File: config.mk
export PLATFORM = sky130hd
export DESIGN_NAME = step_pulse_generator_flat
export DESIGN_NICKNAME = d
export VERILOG_FILES = /design/src/rtl/step_pulse_generator_pkg.sv /design/src/rtl/step_pulse_generator_if.sv /design/src/rtl/step_pulse_generator_hold_timer.sv /design/src/rtl/step_pulse_generator.sv /design/src/flat_wrapper.sv
export SDC_FILE = /design/constraint.sdc
export NUM_CORES = 1
export LEC_CHECK = 0
export CORE_ASPECT_RATIO = 1.1
export CORE_MARGIN = 8
export CORE_UTILIZATION = 40
export CTS_CLUSTER_DIAMETER = 200
export CTS_CLUSTER_SIZE = 10
export DETAILED_ROUTE_END_ITERATION = 16
export PLACE_DENSITY_LB_ADDON = 0.15
export SLEW_MARGIN = 0
export SYNTH_ARGS = -nofsm -noshare
export SYNTH_HDL_FRONTEND = slang
export SYNTH_HIERARCHICAL = 1
export SYNTH_SLANG_ARGS = --single-unit
export TNS_END_PERCENT = 20
File: constraint.sdc
create_clock -name i_clock -period 4.9 [get_ports i_clock]
set_input_delay 1.225 -clock i_clock [delete_from_list [all_inputs] [get_ports i_clock]]
set_output_delay 1.225 -clock i_clock [all_outputs]
set_load 0.01 [all_outputs]
File: src/rtl/step_pulse_generator_pkg.sv
// Shared definitions for the step pulse generator: FSM encoding, default clock and
// millisecond-to-cycle conversion.
package step_pulse_generator_pkg;

  localparam int unsigned DefaultClockFreqHz = 100_000_000;

  typedef enum logic [1:0] {
    StDisarmed = 2'b00,
    StIdle     = 2'b01,
    StHold     = 2'b10,
    StRepeat   = 2'b11
  } state_e;

  function automatic longint unsigned ms_to_cycles(input longint unsigned freq_hz,
                                                   input longint unsigned ms);
    return (freq_hz / 1000) * ms;
  endfunction

endpackage

File: src/rtl/step_pulse_generator_if.sv
// Button-side and consumer-side signals of the step pulse generator, grouped as one bundle.
interface step_pulse_generator_if #(
  parameter int unsigned NB_EVENTS = 8
) ();

  logic                 i_signal;
  logic                 i_enable;
  logic                 i_step_ready;
  logic                 o_step_valid;
  logic                 o_holding;
  logic [NB_EVENTS-1:0] o_event_count;
  logic [NB_EVENTS-1:0] o_drop_count;

  modport master (
    output i_signal, i_enable, i_step_ready,
    input  o_step_valid, o_holding, o_event_count, o_drop_count
  );

  modport slave (
    input  i_signal, i_enable, i_step_ready,
    output o_step_valid, o_holding, o_event_count, o_drop_count
  );

endinterface

File: src/rtl/step_pulse_generator_hold_timer.sv
// Clearable up-counter that stops at a programmable terminal value and flags expiry.
module step_pulse_generator_hold_timer #(
  parameter int unsigned NB_COUNT = 40
) (
  input  logic                i_clock,
  input  logic                i_reset,
  input  logic                i_clear,
  input  logic                i_run,
  input  logic [NB_COUNT-1:0] i_terminal,
  output logic                o_expired
);

  logic [NB_COUNT-1:0] count_q, count_d;

  // >= keeps the flag sane if the terminal is lowered under a running count
  assign o_expired = (count_q >= i_terminal);

  always_comb begin
    count_d = count_q;
    if (i_clear) begin
      count_d = '0;
    end else if (i_run && !o_expired) begin
      count_d = count_q + NB_COUNT'(1);
    end
  end

  always_ff @(posedge i_clock) begin
    if (i_reset) begin
      count_q <= '0;
    end else begin
      count_q <= count_d;
    end
  end

endmodule

File: src/rtl/step_pulse_generator.sv
// Turns each debounced button press into one buffered step request, with optional
// auto-repeat while the button is held; overflowing requests are counted as drops.
module step_pulse_generator
  import step_pulse_generator_pkg::*;
#(
  parameter int unsigned CLOCK_FREQ_HZ    = DefaultClockFreqHz,
  parameter int unsigned HOLD_DELAY_MS    = 500,
  parameter int unsigned REPEAT_PERIOD_MS = 100,
  parameter int unsigned NB_COUNT         = 40,
  parameter int unsigned NB_EVENTS        = 8
) (
  input logic                  i_clock,
  input logic                  i_reset,
  step_pulse_generator_if.slave step_io
);

  localparam bit RepeatEn = (REPEAT_PERIOD_MS != 0);
  localparam logic [NB_COUNT-1:0] HoldTerm =
      NB_COUNT'(ms_to_cycles(64'(CLOCK_FREQ_HZ), 64'(HOLD_DELAY_MS)) - 64'd1);
  localparam logic [NB_COUNT-1:0] RepeatTerm = RepeatEn ?
      NB_COUNT'(ms_to_cycles(64'(CLOCK_FREQ_HZ), 64'(REPEAT_PERIOD_MS)) - 64'd1) : '0;

  state_e state_q, state_d;

  logic                 sig;
  logic                 raw_event;
  logic                 step_event;
  logic                 accept;
  logic                 holding;
  logic                 timer_clear;
  logic                 timer_run;
  logic                 timer_expired;
  logic [NB_COUNT-1:0]  timer_terminal;

  logic                 valid_q, valid_d;
  logic [NB_EVENTS-1:0] event_count_q, event_count_d;
  logic [NB_EVENTS-1:0] drop_count_q, drop_count_d;

  assign sig = step_io.i_signal;

  step_pulse_generator_hold_timer #(
    .NB_COUNT (NB_COUNT)
  ) u_hold_timer (
    .i_clock    (i_clock),
    .i_reset    (i_reset),
    .i_clear    (timer_clear),
    .i_run      (timer_run),
    .i_terminal (timer_terminal),
    .o_expired  (timer_expired)
  );

  always_ff @(posedge i_clock) begin
    if (i_reset) begin
      state_q <= StDisarmed;
    end else begin
      state_q <= state_d;
    end
  end

  // A release always wins over a timer expiry in the same cycle.
  always_comb begin
    state_d = state_q;
    unique case (state_q)
      StDisarmed: if (!sig) state_d = StIdle;
      StIdle:     if (sig) state_d = StHold;
      StHold: begin
        if (!sig) begin
          state_d = StIdle;
        end else if (timer_expired && RepeatEn) begin
          state_d = StRepeat;
        end
      end
      StRepeat:   if (!sig) state_d = StIdle;
      default:    state_d = StDisarmed;
    endcase
  end

  always_comb begin
    raw_event      = 1'b0;
    holding        = 1'b0;
    timer_clear    = 1'b1;
    timer_run      = 1'b0;
    timer_terminal = HoldTerm;
    unique case (state_q)
      StIdle: raw_event = sig;
      StHold: begin
        holding     = 1'b1;
        timer_run   = sig;
        timer_clear = !sig;
        if (sig && timer_expired && RepeatEn) begin
          raw_event   = 1'b1;
          timer_clear = 1'b1;
        end
      end
      StRepeat: begin
        holding        = 1'b1;
        timer_terminal = RepeatTerm;
        timer_run      = sig;
        timer_clear    = !sig;
        if (sig && timer_expired) begin
          raw_event   = 1'b1;
          timer_clear = 1'b1;
        end
      end
      default: ;
    endcase
  end

  assign step_event = raw_event & step_io.i_enable;
  assign accept     = valid_q & step_io.i_step_ready;

  // Single-entry buffer: a request taken in the same cycle frees the slot for a new one.
  always_comb begin
    valid_d       = valid_q;
    event_count_d = event_count_q;
    drop_count_d  = drop_count_q;
    if (step_event) begin
      if (!valid_q || accept) begin
        valid_d       = 1'b1;
        event_count_d = event_count_q + NB_EVENTS'(1);
      end else if (drop_count_q != '1) begin
        drop_count_d = drop_count_q + NB_EVENTS'(1);
      end
    end else if (accept) begin
      valid_d = 1'b0;
    end
  end

  always_ff @(posedge i_clock) begin
    if (i_reset) begin
      valid_q       <= 1'b0;
      event_count_q <= '0;
      drop_count_q  <= '0;
    end else begin
      valid_q       <= valid_d;
      event_count_q <= event_count_d;
      drop_count_q  <= drop_count_d;
    end
  end

  assign step_io.o_step_valid  = valid_q;
  assign step_io.o_holding     = holding;
  assign step_io.o_event_count = event_count_q;
  assign step_io.o_drop_count  = drop_count_q;

endmodule
File: src/flat_wrapper.sv
// flat-port wrapper written by rule: the top's interface ports become plain ports
module step_pulse_generator_flat import step_pulse_generator_pkg::*;
#(
  parameter int unsigned CLOCK_FREQ_HZ    = DefaultClockFreqHz,
  parameter int unsigned HOLD_DELAY_MS    = 500,
  parameter int unsigned REPEAT_PERIOD_MS = 100,
  parameter int unsigned NB_COUNT         = 40,
  parameter int unsigned NB_EVENTS        = 8
)
  (i_clock, i_reset, step_io_i_signal, step_io_i_enable, step_io_i_step_ready, step_io_o_step_valid, step_io_o_holding, step_io_o_event_count, step_io_o_drop_count);
  step_pulse_generator_if #(.NB_EVENTS(NB_EVENTS)) step_io_i ();
  input logic i_clock;
  input logic i_reset;
  input wire logic [$bits(step_io_i.i_signal)-1:0] step_io_i_signal;
  input wire logic [$bits(step_io_i.i_enable)-1:0] step_io_i_enable;
  input wire logic [$bits(step_io_i.i_step_ready)-1:0] step_io_i_step_ready;
  output wire logic [$bits(step_io_i.o_step_valid)-1:0] step_io_o_step_valid;
  output wire logic [$bits(step_io_i.o_holding)-1:0] step_io_o_holding;
  output wire logic [$bits(step_io_i.o_event_count)-1:0] step_io_o_event_count;
  output wire logic [$bits(step_io_i.o_drop_count)-1:0] step_io_o_drop_count;
  assign step_io_i.i_signal = step_io_i_signal;
  assign step_io_i.i_enable = step_io_i_enable;
  assign step_io_i.i_step_ready = step_io_i_step_ready;
  assign step_io_o_step_valid = step_io_i.o_step_valid;
  assign step_io_o_holding = step_io_i.o_holding;
  assign step_io_o_event_count = step_io_i.o_event_count;
  assign step_io_o_drop_count = step_io_i.o_drop_count;
  step_pulse_generator #(.CLOCK_FREQ_HZ(CLOCK_FREQ_HZ), .HOLD_DELAY_MS(HOLD_DELAY_MS), .REPEAT_PERIOD_MS(REPEAT_PERIOD_MS), .NB_COUNT(NB_COUNT), .NB_EVENTS(NB_EVENTS)) u_core (.i_clock(i_clock), .i_reset(i_reset), .step_io(step_io_i));
endmodule
==> results of run 1 <==
-- report_power, final --
part	leakage (nW)	switching, mW	total, mW	internal, mW
clock network	0.137	0.210	0.577	0.368
registers	0.476	0.0100	0.499	0.489
logic	1.31	0.0997	0.161	0.0618
total	1.92	0.319	1.24	0.919
-- worst reg2reg max path, stage by stage (launching register included) --
cell                        delay (ns)
sky130_fd_sc_hd__dfxtp_1          0.34
sky130_fd_sc_hd__ha_1             0.25
sky130_fd_sc_hd__inv_1            0.24
sky130_fd_sc_hd__inv_1            0.08
sky130_fd_sc_hd__ha_1             0.32
sky130_fd_sc_hd__nand4_1          0.14
sky130_fd_sc_hd__nor4_1           0.40
sky130_fd_sc_hd__a2bb2oi_1        0.16
sky130_fd_sc_hd__a31oi_4          0.21
sky130_fd_sc_hd__or2_2            0.22
sky130_fd_sc_hd__o21a_2           0.24
sky130_fd_sc_hd__o2111ai_4        0.24
sky130_fd_sc_hd__or4_1            0.56
sky130_fd_sc_hd__a21oi_1          0.15
-- layout make-up --
cell class	count	share of cell area
Clock buffer	14	0.0538
Clock inverter	2	0.00204
Inverter	55	0.0421
Multi-Input combinational cell	417	0.574
Sequential cell	59	0.241
Tap cell	143	0.0365
Timing Repair Buffer	26	0.0510
-- worst paths after layout --
path | start | endpoint | slack, ns | cells past startpoint
max reg2reg | u_core/state_q[0] | u_core/step_io.o_drop_count[5] | 1.26 | 13
max | step_io_i_signal | u_core/u_hold_timer/count_q[29] | 0.94 | 9
min reg2reg | u_core/step_io.o_event_count[7] | u_core/step_io.o_event_count[7] | 0.49 | 2
min | u_core/step_io.o_event_count[7] | u_core/step_io.o_event_count[7] | 0.49 | 2
-- metal layers --
metal	share of wire	routed length (um)	up-vias
met1	0.45	4430	1839
met5	0	0	-
met4	0.017	165	0
met2	0.49	4830	54
li1	-	-	2017
met3	0.037	366	12
-- flip-flops by register name (all words and copies together), names as in the netlist --
signal and flops:
u_core/step_io.o_step_valid 1, u_core/step_io.o_event_count 8, u_core/u_hold_timer/count_q 40, u_core/step_io.o_drop_count 8, u_core/state_q 2
-- kinds of logic after synthesis --
kind of cell,Yosys count
compound gates,145
xor+xnor,2
fa+ha+maj,47
buf+inv,79
flops,59
mux,2
other cells,2
simple gates,189
-- layout by cell type, fill, tap and decap left out, types with 4 or more instances in the layout --
cell type / synthesis / layout
sky130_fd_sc_hd__buf_4: 1 / 4
sky130_fd_sc_hd__ha_1: 47 / 47
sky130_fd_sc_hd__o31ai_1: 39 / 39
sky130_fd_sc_hd__dfxtp_1: 59 / 59
sky130_fd_sc_hd__inv_1: 55 / 55
sky130_fd_sc_hd__conb_1: 2 / 32
sky130_fd_sc_hd__clkbuf_16: 0 / 9
sky130_fd_sc_hd__and4_1: 8 / 8
sky130_fd_sc_hd__or4_1: 39 / 39
sky130_fd_sc_hd__clkdlybuf4s50_1: 0 / 22
sky130_fd_sc_hd__and3_1: 12 / 12
sky130_fd_sc_hd__or3_1: 18 / 18
sky130_fd_sc_hd__nand3_1: 24 / 24
sky130_fd_sc_hd__a21o_1: 5 / 5
sky130_fd_sc_hd__o21ai_0: 15 / 15
sky130_fd_sc_hd__nand4_1: 11 / 11
sky130_fd_sc_hd__a21oi_1: 62 / 62
sky130_fd_sc_hd__nand2_1: 44 / 44
sky130_fd_sc_hd__nor2_1: 14 / 14
-- stage by stage --
step | utilization | total power [mW] | std cells | hold slack, ns | worst slack [ns]
after floorplan | - | 0.631 | 555 | 0.460 | 1.28
after global placement | 0.450 | 0.666 | 700 | 0.472 | 0.680
after detailed placement | 0.450 | 0.669 | 700 | 0.482 | 0.598
after CTS | 0.477 | 1.26 | 716 | 0.491 | 0.942
after global routing | 0.477 | 1.30 | 716 | 0.498 | 0.749
final | 0.477 | 1.24 | 716 | 0.486 | 0.935
==> impl_summary.txt, run 1 <==
----------------------------------------------------
[Run status]
  Result of the run ... completed

[Die]
  Number of placed I/O pins ... 23
  Floorplan die width ... ~110 um
  Effective utilization at floorplan ... 0.407
  Std-Cell Core Area ... slightly above 0.01 mm2
  Die Outline Area ... 0.0140 mm2
  Core Rows ... 39
  Height of the die ... around 120 um

[Detailed routing]
  Routed len/inst ... around 14 um
  Vias per cell ... about 5.5
  Detailed-route wire length ... 9.79 mm
  Post-route antenna net violation count ... 0
  Post-route DRC ... 0
  Length of the first detailed-routing pass in iterations ... 5
  Number of violations reported at the end of detailed-routing iteration 0 ... approximately 170
  Vias after detailed routing ... 3922

[Flow run]
  Maximum capacitance violations ... 0

[STA]
  Final setup viols ... 0
  Slew at the pin with the worst max-slew slack ... a little under 0.8 ns
  Worst-case headroom to the max-slew limit ... 0.480
  Final Max Slew Viols ... 0
  Setup repair after global routing missed its margin ... false
  Hold Violations, Final ... 0
  Final Cycle Share ... 0.809
  Minimum clock period ... 3.96 ns
  Worst clock skew on the final layout ... 0.00679 ns
  TNS Setup ... 0 ns
  Peak clock frequency supported by timing ... 252 MHz

[Placement]
  Port-buffer cells ... 22
  Post-place instance area ... 0.00463 mm2
  Detail Placement HPWL ... slightly above 7 mm
  Final estimated routing congestion in global placement ... around 0.82

[Clock network]
  TritonCTS clock tree ... built
  Postcts setup bufs ... 0
  Bufs on Longest Clock Path ... 2
  Clock slew seen by the registers of the worst setup and hold paths ... 0.05 ns
  Clk_lat worst skew ... ~0.33 ns
  # H-tree levels ... 3
  CTS root buf ... sky130_fd_sc_hd__clkbuf_16
  Number of gates resized after cts ... 0
  CTS Sinks ... between 50 and 60
  Total CTS buffers ... 9
  CTS Hold Bufs ... 0

[Finish]
  Post-layout instance area ... 0.00491 mm2
  Fillers ... roughly 1100
  FF+latch area ... roughly 0.0012 mm2
  Diodes inserted ... 0
  Fraction of final layout cells sized beyond drive strength 1 ... 0.0558
  Synth-to-Final Area Change ... 17.2%
  Post-layout nets ... 620
  Area occupied by multi-input gates ... 0.00282 mm2

[Global routing]
  Via count of the first global-routing pass ... 3629
  Antenna violations before repair ... 0
  Congestion Overflow GR ... 0
  Met1 Use GR ... 0.157
  Most used routing layer in global routing ... met2
  Grt met3 use ... 0.0425
  Global routing met2 resource utilization ... 0.256
  Largest net degree at the start of global routing ... 78
  Global-route wire length before repair ... roughly 17 mm
  Overall Global Routing Usage ... 0.144

[Synthesis]
  Synth Cell Area ... roughly 0.0042 mm2
  Top-area cell type share of the netlist area ... 0.282
  Avg Inst Size Synth ... 7.98 um2
  Largest family of logic cells by synthesized area ... simple AND/OR/NAND/NOR gates
  Share of synthesized flip-flops with an asynchronous set or reset ... 0
  Largest area contributor in the synthesized netlist ... sky130_fd_sc_hd__dfxtp_1
  Synthesized-area fraction occupied by and/or/nand/nor cells ... 0.267
  Adder-Cell Fraction of Synth Area ... 0.140
  Post-synth EDFFs ... 0
  Part of the Yosys area used for sequential elements ... 0.282
  Count of cell types in the netlist ... 52
  Flop and latch count out of synthesis ... between 50 and 60
  Synth top area cells ... sky130_fd_sc_hd__dfxtp_1 (28%), sky130_fd_sc_hd__ha_1 (14%), sky130_fd_sc_hd__a21oi_1 (7.4%), sky130_fd_sc_hd__o31ai_1 (7.0%), sky130_fd_sc_hd__or4_1 (7.0%)
  List of most frequent post-synthesis cells ... sky130_fd_sc_hd__a21oi_1 (62), sky130_fd_sc_hd__dfxtp_1 (59), sky130_fd_sc_hd__inv_1 (55)
  Post-synthesis xor/xnor area fraction ... 0.00418
  Post-synth top flop ... sky130_fd_sc_hd__dfxtp_1
  Mux contribution to synthesized area ... 0.00478
  Most frequently used cell type in the post-synthesis netlist ... sky130_fd_sc_hd__a21oi_1
  Compound-gate portion of the synthesized area ... 0.224
  Post-synthesis instance total ... 525
  Ys Warns ... 6

[Worst setup path]
  Crit path max-delay cell type ... sky130_fd_sc_hd__clkdlybuf4s50_1
  Worst Path Max Fanout ... 10
  Largest incremental delay on the critical path ... 0.57 ns
  Family with the most delay on the worst path ... simple AND/OR/NAND/NOR gates
  Critical path endpoint category ... register
  CP Data Required Time ... ~5.2 ns
  Cell seen most often among critical-path stages ... sky130_fd_sc_hd__or4_1
  CP Cell Sequence ... clkdlybuf4s50_1 > and2_2 > nand4_1 > nor4_4 > and4_1 > nand2_1 > or4_1 > or4_1 > a21oi_1
  Arrival time worst endpoint ... 4.22 ns
  Kind of launch point of the worst setup path ... primary input
  Worst Setup Path Type ... primary input to register
  Number of buffer and inverter instances along the worst setup path ... 1

[Hold path]
  Path category of the worst min-delay check ... register to register

[Power and ir drop]
  Peak supply drop ... about 0.15 mV
  Power per cell area ... roughly 250 mW/mm2
  Total leakage power ... 1.92 nW

----------------------------------------------------
Power figures use the tool's default switching activity.
==> run 2: changes to the inputs <==
==> constraint.sdc (replaced) <==
create_clock -name i_clock -period 4 [get_ports i_clock]
set_input_delay 1 -clock i_clock [delete_from_list [all_inputs] [get_ports i_clock]]
set_output_delay 1 -clock i_clock [all_outputs]
set_load 0.01 [all_outputs]
==> run 2 against run 1 <==
Effect of this change:
- combinational power is 24% higher
- die area is the same
- sequential share of layout area down 0.27 points
- global-route usage increased by 0.38 points
- cell count increased by 0.42%
- worst setup slack lost 0.55 ns
- first-iteration DRC count shrank 16%
- cell area grew 1.1%
- critical path type is now register to register
==> impl_summary.txt, run 2 (synthesis gave the netlist of run 1 again) <==
----------------------------------------------------
[Die]
  Effective utilization at floorplan ... 0.407
  Number of placed I/O pins ... 23
  Die Outline Area ... 0.0140 mm2
  Core Rows ... 39
  Floorplan die width ... about 110 um
  Height of the die ... between 100 and 150 um
  Std-Cell Core Area ... about 0.01 mm2

[Worst setup path]
  Critical path endpoint category ... register
  Arrival time worst endpoint ... slightly below 4 ns
  End of the worst register-to-register path ... u_core/step_io.o_drop_count[5]
  Worst r2r path cells ... 13
  Critical register-to-register path startpoint ... u_core/state_q[0]
  Worst Setup Path Type ... register to register
  Kind of launch point of the worst setup path ... register
  CP Data Required Time ... approximately 4.3 ns
  Worst Path Max Fanout ... 15
  Worst reg-to-reg setup slack ... about 0.38 ns

[Detailed routing]
  Vias per cell ... around 5.5
  Number of violations reported at the end of detailed-routing iteration 0 ... 139
  Vias after detailed routing ... a little under 4000
  Routed len/inst ... 13.5 um
  Detailed-route wire length ... ~9.7 mm
  Length of the first detailed-routing pass in iterations ... 4
  Post-route DRC ... 0
  Post-route antenna net violation count ... 0

[Hold path]
  Cell depth of the worst hold path ... 2
  Path category of the worst min-delay check ... register to register
  Hold Startpoint ... u_core/step_io.o_event_count[7]
  Worst hold endpoint ... u_core/step_io.o_event_count[7]

[Global routing]
  Antenna violations before repair ... 0
  Congestion Overflow GR ... 0
  Overall Global Routing Usage ... 0.148
  Most used routing layer in global routing ... met2
  Global routing met2 resource utilization ... 0.259
  Via count of the first global-routing pass ... around 3700
  Grt met3 use ... 0.0401
  Largest net degree at the start of global routing ... slightly below 80
  Met1 Use GR ... 0.169
  Global-route wire length before repair ... 17.2 mm

[Finish]
  Register bank with the most flops ... u_core/u_hold_timer/count_q
  Commonest non-fill, non-tap cell in the layout ... sky130_fd_sc_hd__a21oi_1
  Diodes inserted ... 0
  Post-layout nets ... 623
  Count of placed standard cells in the final layout, fillers left out ... slightly above 700
  Fillers ... slightly above 1000
  Fraction of the core area covered by cells at the end of the flow ... 0.482
  Flip-flop count of the largest register after layout ... 40
  Fraction of final layout cells sized beyond drive strength 1 ... 0.0608
  FF+latch area ... 0.00118 mm2
  Most frequent cells in the layout ... sky130_fd_sc_hd__a21oi_1 (62), sky130_fd_sc_hd__dfxtp_1 (59), sky130_fd_sc_hd__inv_1 (55)
  Area occupied by multi-input gates ... approximately 0.0028 mm2
  Synth-to-Final Area Change ... 18.5%

[Clock network]
  CTS Hold Bufs ... 0
  Clk_lat worst skew ... ~0.33 ns
  Total CTS buffers ... 9
  Bufs on Longest Clock Path ... 2
  CTS root buf ... sky130_fd_sc_hd__clkbuf_16
  CTS Sinks ... 59
  Number of gates resized after cts ... 0
  # H-tree levels ... 3
  Clock slew seen by the registers of the worst setup and hold paths ... around 0.050 ns
  TritonCTS clock tree ... built
  Postcts setup bufs ... 0

[Power and ir drop]
  Power spent charging and discharging nets ... between 0.4 and 0.5 mW
  Total leakage power ... a little under 2 nW
  Power per cell area ... between 300 and 400 mW/mm2
  Pint ... around 1.2 mW
  Peak supply drop ... about 0.2 mV
  Total power ... between 1.5 and 2 mW
  Clock share of power ... 0.498
  Proportion of power drawn by flip-flops and latches ... 0.378
  Switching share of total power ... 0.250
  Share of power burned in combinational logic ... 0.123

[Placement]
  Total placed cells including tap cells ... between 700 and 800
  Port-buffer cells ... 22
  Detail Placement HPWL ... 7.03 mm
  Worst-case setup slack after placement ... 0.194 ns
  Final estimated routing congestion in global placement ... approximately 0.8

[STA]
  Final Cycle Share ... 0.904
  Final setup viols ... 0
  Peak clock frequency supported by timing ... 277 MHz
  Final setup margin ... a little under 0.4 ns
  Setup repair after global routing missed its margin ... false
  Worst clock skew on the final layout ... a little over 0.005 ns
  Hold Violations, Final ... 0
  TNS Setup ... 0 ns
  Minimum clock period ... 3.62 ns
  Final Max Slew Viols ... 0
  Slew at the pin with the worst max-slew slack ... around 0.66 ns
  Worst-case headroom to the max-slew limit ... 0.557

[Run status]
  Result of the run ... completed

[Flow run]
  Maximum capacitance violations ... 0

----------------------------------------------------
[run 2: worst max-delay path by stage]
stage	start	to	slack, ns	depth (start not counted)
2_1_floorplan	u_core/state_q[0]	u_core/u_hold_timer/count_q[39]	0.38	16
3_3_place_gp	step_io_i_signal	u_core/u_hold_timer/count_q[29]	0.29	9
3_5_place_dp	step_io_i_signal	u_core/u_hold_timer/count_q[37]	0.19	9
4_1_cts	u_core/state_q[0]	u_core/step_io.o_drop_count[5]	0.37	13
5_1_grt	u_core/state_q[0]	u_core/step_io.o_drop_count[5]	0.03	13
6_report	u_core/state_q[0]	u_core/step_io.o_drop_count[5]	0.38	13
[run 2: cell type report]
class,instances,area share
Clock buffer,15,0.0559
Clock inverter,1,0.00605
Inverter,55,0.0416
Multi-Input combinational cell,417,0.568
Sequential cell,59,0.238
Tap cell,143,0.0360
Timing Repair Buffer,29,0.0549
[run 2: metal layers]
metal  vias up  wire length, um
li1       2028                -
met1      1868             4480
met2        58             4680
met3        10              404
met4         0              135
met5         -                0
[run 2: critical path: stages, from the launching register on]
cell                        delay, ns
sky130_fd_sc_hd__dfxtp_1         0.34
sky130_fd_sc_hd__ha_1            0.26
sky130_fd_sc_hd__inv_1           0.22
sky130_fd_sc_hd__inv_1           0.08
sky130_fd_sc_hd__ha_1            0.32
sky130_fd_sc_hd__nand4_1         0.13
sky130_fd_sc_hd__nor4_1          0.40
sky130_fd_sc_hd__a2bb2oi_1       0.16
sky130_fd_sc_hd__a31oi_4         0.22
sky130_fd_sc_hd__or2_2           0.22
sky130_fd_sc_hd__o21a_2          0.24
sky130_fd_sc_hd__o2111ai_4       0.24
sky130_fd_sc_hd__or4_1           0.56
sky130_fd_sc_hd__a21oi_1         0.15
[run 2: power groups by stage]
stage | logic (mW) | clock network [mW] | registers, mW
global placement | 0.193 | 0 | 0.622
detailed placement | 0.198 | 0 | 0.623
global route | 0.231 | 0.846 | 0.611
floorplan | 0.153 | 0 | 0.621
finish | 0.199 | 0.803 | 0.610
CTS | 0.201 | 0.821 | 0.610
[run 2: stage by stage]
step                      hold slack, ns  instance area [um2]
after global placement             0.471                 4660
after detailed placement           0.473                 4660
after global routing               0.528                 4960
after CTS                          0.488                 4960
after floorplan                    0.460                 4300
final                              0.485                 4960
==> run 3: changes to the inputs <==
--- a/config.mk
+++ b/config.mk
@@ -8,7 +8,6 @@
 export CORE_ASPECT_RATIO = 1.1
 export CORE_MARGIN = 8
 export CORE_UTILIZATION = 40
-export CTS_CLUSTER_DIAMETER = 200
 export CTS_CLUSTER_SIZE = 10
 export DETAILED_ROUTE_END_ITERATION = 16
 export PLACE_DENSITY_LB_ADDON = 0.15
==> results of run 3 <==
Same layout as run 2: the final DEF is identical, and so are final timing and power.
